### src/rtl/lcd_spi_pkg.sv
// Shared definitions for the ST7735 SPI word writer: FSM state encoding,
// D/C line values and word geometry.
package lcd_spi_pkg;

    typedef enum logic [2:0] {
        IDLE,
        SETUP,
        SHIFT,
        HOLD,
        DONE
    } state_t;

    localparam logic DC_CMD        = 1'b0;
    localparam logic DC_DATA       = 1'b1;
    localparam int   BITS_PER_WORD = 8;
    localparam int   HALF_PERIODS  = 2 * BITS_PER_WORD;

endpackage

### src/rtl/spi_tick_gen.sv
// Divider producing a one-cycle tick every CLK_DIV cycles while enabled;
// the count restarts from zero whenever enable drops.
module spi_tick_gen #(
    parameter int CLK_DIV = 2
) (
    input  logic clk_i,
    input  logic srst_i,
    input  logic enable_i,
    output logic tick_o
);

    localparam int CW = $clog2(CLK_DIV + 1);

    logic [CW-1:0] cnt_q;

    assign tick_o = enable_i && (cnt_q == CW'(CLK_DIV - 1));

    always_ff @(posedge clk_i) begin
        if (srst_i || !enable_i) begin
            cnt_q <= '0;
        end else if (tick_o) begin
            cnt_q <= '0;
        end else begin
            cnt_q <= cnt_q + CW'(1);
        end
    end

endmodule

### src/rtl/lcd_spi_writer.sv
// Serialises one {dc, byte} word per en_write rising edge onto a mode-0
// 4-wire SPI bus (CS, SCL, SDA, D/C) and reports completion with wr_done.
module lcd_spi_writer
    import lcd_spi_pkg::*;
#(
    parameter int CLK_DIV = 2
) (
    input  logic       sys_clk,
    input  logic       sys_rst,
    input  logic [8:0] data,
    input  logic       en_write,
    output logic       lcd_cs,
    output logic       lcd_sclk,
    output logic       lcd_mosi,
    output logic       lcd_dc,
    output logic       busy,
    output logic       wr_done,
    output logic       wr_ovf
);

    state_t                   state_q;
    logic                     en_q;
    logic [BITS_PER_WORD-1:0] shift_q;
    logic [4:0]               half_cnt_q;
    logic                     cs_q;
    logic                     sclk_q;
    logic                     mosi_q;
    logic                     dc_q;
    logic                     busy_q;
    logic                     done_q;
    logic                     ovf_q;

    logic req;
    logic tick;
    logic tick_en;

    // Only a fresh rising edge is a request, so a level held high by the
    // upstream register after wr_done does not start a second word.
    assign req     = en_write & ~en_q;
    assign tick_en = (state_q != IDLE);

    spi_tick_gen #(
        .CLK_DIV (CLK_DIV)
    ) u_tick_gen (
        .clk_i    (sys_clk),
        .srst_i   (sys_rst),
        .enable_i (tick_en),
        .tick_o   (tick)
    );

    always_ff @(posedge sys_clk) begin
        if (sys_rst) begin
            state_q    <= IDLE;
            en_q       <= 1'b0;
            shift_q    <= '0;
            half_cnt_q <= '0;
            cs_q       <= 1'b1;
            sclk_q     <= 1'b0;
            mosi_q     <= 1'b0;
            dc_q       <= DC_CMD;
            busy_q     <= 1'b0;
            done_q     <= 1'b0;
            ovf_q      <= 1'b0;
        end else begin
            en_q   <= en_write;
            done_q <= 1'b0;
            ovf_q  <= req && (state_q != IDLE);
            case (state_q)
                IDLE: begin
                    if (req) begin
                        shift_q    <= data[7:0];
                        dc_q       <= data[8];
                        mosi_q     <= data[7];
                        cs_q       <= 1'b0;
                        sclk_q     <= 1'b0;
                        half_cnt_q <= '0;
                        busy_q     <= 1'b1;
                        state_q    <= SETUP;
                    end
                end
                SETUP: begin
                    mosi_q <= shift_q[BITS_PER_WORD-1];
                    if (tick) begin
                        state_q <= SHIFT;
                    end
                end
                SHIFT: begin
                    if (tick) begin
                        sclk_q     <= ~sclk_q;
                        half_cnt_q <= half_cnt_q + 5'd1;
                        // Falling edge: the slave sampled on the rise, advance to the next bit.
                        if (sclk_q) begin
                            shift_q <= {shift_q[BITS_PER_WORD-2:0], 1'b0};
                            mosi_q  <= shift_q[BITS_PER_WORD-2];
                        end
                        if (half_cnt_q == 5'(HALF_PERIODS - 1)) begin
                            state_q <= HOLD;
                        end
                    end
                end
                HOLD: begin
                    if (tick) begin
                        cs_q    <= 1'b1;
                        sclk_q  <= 1'b0;
                        mosi_q  <= 1'b0;
                        done_q  <= 1'b1;
                        state_q <= DONE;
                    end
                end
                DONE: begin
                    busy_q  <= 1'b0;
                    state_q <= IDLE;
                end
                default: begin
                    state_q <= IDLE;
                end
            endcase
        end
    end

    assign lcd_cs   = cs_q;
    assign lcd_sclk = sclk_q;
    assign lcd_mosi = mosi_q;
    assign lcd_dc   = dc_q;
    assign busy     = busy_q;
    assign wr_done  = done_q;
    assign wr_ovf   = ovf_q;

endmodule

### config.mk
export PLATFORM = sky130hd
export DESIGN_NAME = lcd_spi_writer
export DESIGN_NICKNAME = d
export VERILOG_FILES = /design/src/rtl/lcd_spi_pkg.sv /design/src/rtl/spi_tick_gen.sv /design/src/rtl/lcd_spi_writer.sv
export SDC_FILE = /design/constraint.sdc
export NUM_CORES = 1
export LEC_CHECK = 0
export BUFFER_PORTS_ARGS = -buffer_cell sky130_fd_sc_hd__buf_2
export CAP_MARGIN = 10
export CORE_MARGIN = 2
export CORE_UTILIZATION = 57
export CTS_BUF_LIST = sky130_fd_sc_hd__clkbuf_2
export CTS_CLUSTER_SIZE = 12
export DETAILED_ROUTE_END_ITERATION = 10
export PLACE_DENSITY = 0.79
export SLEW_MARGIN = 5
export SYNTH_ARGS = -nofsm -noshare
export SYNTH_HDL_FRONTEND = slang
export SYNTH_SLANG_ARGS = --single-unit
export TNS_END_PERCENT = 20
### constraint.sdc
create_clock -name sys_clk -period 2.3 [get_ports sys_clk]
set_input_delay 0.46 -clock sys_clk [delete_from_list [all_inputs] [get_ports sys_clk]]
set_output_delay 0.46 -clock sys_clk [all_outputs]
set_load 0.01 [all_outputs]
==> reports/summary.log <==
[run_status] status finished, final reports clean
[clocking] CTS Root Cell sky130_fd_sc_hd__clkbuf_2
[routing] wire length per cell after detailed routing 12.81 um
[timing] Final setup viols 0
[synth] ys flop type sky130_fd_sc_hd__dfxtp_1
[synth] register area share after synthesis 43.84%
[clocking] clock tree sinks 26
[synth] Avg Cell Area, Syn 9.424 um2
[finish] fin nets 160
[synth] number of synthesis warnings 0
[floorplan] number of I/O pins 19
[synth] Synth Cell Area 1187 um2
[routing] post-route antenna net violation count 0
[synth] flip-flop and latch count after synthesis 26
[timing] minimum clock period 1919 ps
[clocking] buffers inserted during post-CTS setup optimization 0
[global_routing] overall routing resource usage 19.62%
[timing] final-report max-slew violation count 0
[timing] share of the cycle needed by the critical path after routing 83.42%
[run] max-cap violation count 0
[timing] headroom to the max-slew limit 65.47%
[global_routing] number of antenna violations at the first check in global routing 0
[worst_setup_path] R2R Path Start u_tick_gen.cnt_q[0]
[routing] post-detailed-route DRC marker count 0
[power] Leak 0.5205 nW
[global_routing] Congestion Overflow GR 0
[timing] PnR worst setup slack 381.4 ps
[worst_setup_path] endpoint of the worst register-to-register path shift_q[5]
[finish] share of post-route cells with drive strength above 1 22.22%
[global_routing] global-route wire length before repair 3.788 mm
[worst_setup_path] setup slack on the worst flop-to-flop path 380 ps
[global_routing] number of global-route vias before repair 861
[floorplan] overall die area 2464 um2
[synth] number of enable-type register cells in the synthesized netlist 0
[synth] synthesized net count 141
[worst_hold_path] number of cells traversed by the worst hold path 3
[worst_hold_path] Hold Crit Start data[8]
[worst_setup_path] nature of the critical path startpoint flip-flop
[clocking] cts hold-fix bufs 0
[timing] post-route worst hold slack 306.4 ps
[routing] average via count per standard cell 5.520
[finish] area grow syn2layout 11.59%
[clocking] TritonCTS buffer count 3
[timing] slew of the pin with the lowest slew margin 517.2 ps
[worst_hold_path] hold path endpoint lcd_dc
[placed_design] Place WS 440.2 ps
[routing] Detailed Route Iter0 Violations 24
[timing] setup repair after global routing missed its margin no
[worst_setup_path] Worst Setup End Kind flip-flop
[worst_setup_path] worst endpoint data arrival time 2200 ps
[clocking] CTS resizes 0
[finish] most frequent standard cell in the layout excluding fill and tap cells sky130_fd_sc_hd__dfxtp_1
[placed_design] placed wire-length estimate after detailed placement 1.567 mm
[global_routing] largest net degree at the start of global routing 27
[synth] Synth async-reset ratio 0%
[finish] most frequent cells in the layout 26 x sky130_fd_sc_hd__dfxtp_1, 18 x sky130_fd_sc_hd__buf_2, 15 x sky130_fd_sc_hd__nor2_1
[synth] Syn Inst Count 126
[finish] fill cell total of the finished layout 171
[floorplan] Die Y 49.64 um
[routing] number of detailed-routing iterations run before antenna repair 4
[timing] summed negative setup slack over all endpoints 0 ps
[finish] number of diodes added for antenna fixing 0
[worst_setup_path] critical path class reg -> reg
[placed_design] Port Buf Inserts 18
[floorplan] Cell Rows 16
[floorplan] horizontal die dimension 49.64 um
[worst_hold_path] classification of the worst-slack hold path in -> reg
[routing] via count 944
[worst_setup_path] maximum fanout encountered on the critical timing path 15
[routing] overall routed net length 2.191 mm
[finish] final standard cell count with taps included and fillers excluded 171
[power] worst vdd rail ir drop 0.0004101 V
[placed_design] placed cell count 167
[worst_setup_path] required time of the critical path 2590 ps
[floorplan] core region area 1962 um2
[floorplan] initial core utilization 60.52%
[clocking] CTS max path bufs 2
[timing] skew final 10.43 ps
[timing] highest clock rate 0.5212 GHz
[clocking] clock tree from TritonCTS yes
[timing] final number of hold-violating endpoints 0
[clocking] post-CTS clock slew at the launch and capture registers of the worst setup and hold paths 240 ps
[clocking] worst skew pair latency 350 ps
[power] PwrDens 607.8 nW/um2
[worst_setup_path] number of cells on the worst reg-to-reg path 6
[synth] Netlist cell types 35
[placed_design] routability-driven placement congestion ratio 0.8202
[clocking] Clock H-tree levels 1
-- flip-flops by register name, indices dropped and copies added, names as in the netlist --
register,flops
shift_q,8
half_cnt_q,5
state_q,3
u_tick_gen.cnt_q,2
busy,1
en_q,1
lcd_cs,1
lcd_dc,1
lcd_mosi,1
lcd_sclk,1
wr_done,1
wr_ovf,1
-- worst max-delay path by stage --
stage,from,endpoint,slack (ps),cells past startpoint
2_1_floorplan,en_write,shift_q[6],570,5
3_3_place_gp,en_write,shift_q[3],500,6
3_5_place_dp,u_tick_gen.cnt_q[0],shift_q[3],440,6
4_1_cts,u_tick_gen.cnt_q[0],shift_q[3],380,6
5_1_grt,u_tick_gen.cnt_q[0],shift_q[1],160,6
6_report,u_tick_gen.cnt_q[0],shift_q[5],380,6
-- synth_stat cells (all sizes together) (4+ instances only) --
master	n	share of area [%]
dfxtp	26	44
nor2	15	4.7
mux2i	10	8.4
nand2	10	3.2
a211oi	8	6.3
a21oi	7	3.0
clkbuf	6	1.9
nor3	4	1.7
-- cells by family after synthesis --
group                    count (synthesis)  synth area share (%)
AND/OR/NAND/NOR                         48                 21.07
flip-flops                              26                 43.84
AO/OA/AOI/OAI                           24                 16.76
buffers and inverters                   12                 4.530
multiplexers                            10                 8.430
XOR/XNOR                                 3                 2.213
adder cells (fa/ha/maj)                  3                 3.162
-- metal layers --
| layer | wire (um) | GRT usage [%] | vias to the layer above |
|---|---|---|---|
| met2 | 1015 | 31.11 | 16 |
| met4 | 31 | 6.944 | 0 |
| met5 | 0 | 0 | - |
| met3 | 59 | 2.727 | 5 |
| li1 | - | - | 489 |
| met1 | 1083 | 27.20 | 434 |
-- final cells by class --
class                           instances  area (um2)  area share [%]
Inverter                                3       11.26          0.8499
Timing Repair Buffer                   23       127.6           9.632
Tap cell                               27       33.78           2.550
Multi-Input combinational cell         88       613.1           46.27
Clock inverter                          1       3.754          0.2833
Clock buffer                            3       15.01           1.133
Sequential cell                        26       520.5           39.28
-- worst max-delay path, stage by stage (launching register included) --
cell,delay (ps)
sky130_fd_sc_hd__dfxtp_1,390
sky130_fd_sc_hd__ha_1,370
sky130_fd_sc_hd__a211oi_1,200
sky130_fd_sc_hd__a2111oi_4,370
sky130_fd_sc_hd__buf_4,250
sky130_fd_sc_hd__nor2_1,70
sky130_fd_sc_hd__a211oi_2,190
-- stage by stage --
stage	area, um2	utilization, %	total power, mW
floorplan	1187	-	0.6066
global placement	1306	66.58	0.6379
detailed placement	1306	66.58	0.6449
CTS	1325	67.54	0.8081
global route	1325	67.54	0.8437
finish	1325	67.54	0.8053
-- power by group --
part	internal [mW]	switching (mW)	leakage (nW)	total (mW)
Clock	0.0378	0.132	0.0140	0.170
Combinational	0.0641	0.0750	0.294	0.139
Sequential	0.479	0.0168	0.213	0.496
Total	0.581	0.224	0.521	0.805
No activity file was read; power rests on OpenSTA's default activity.
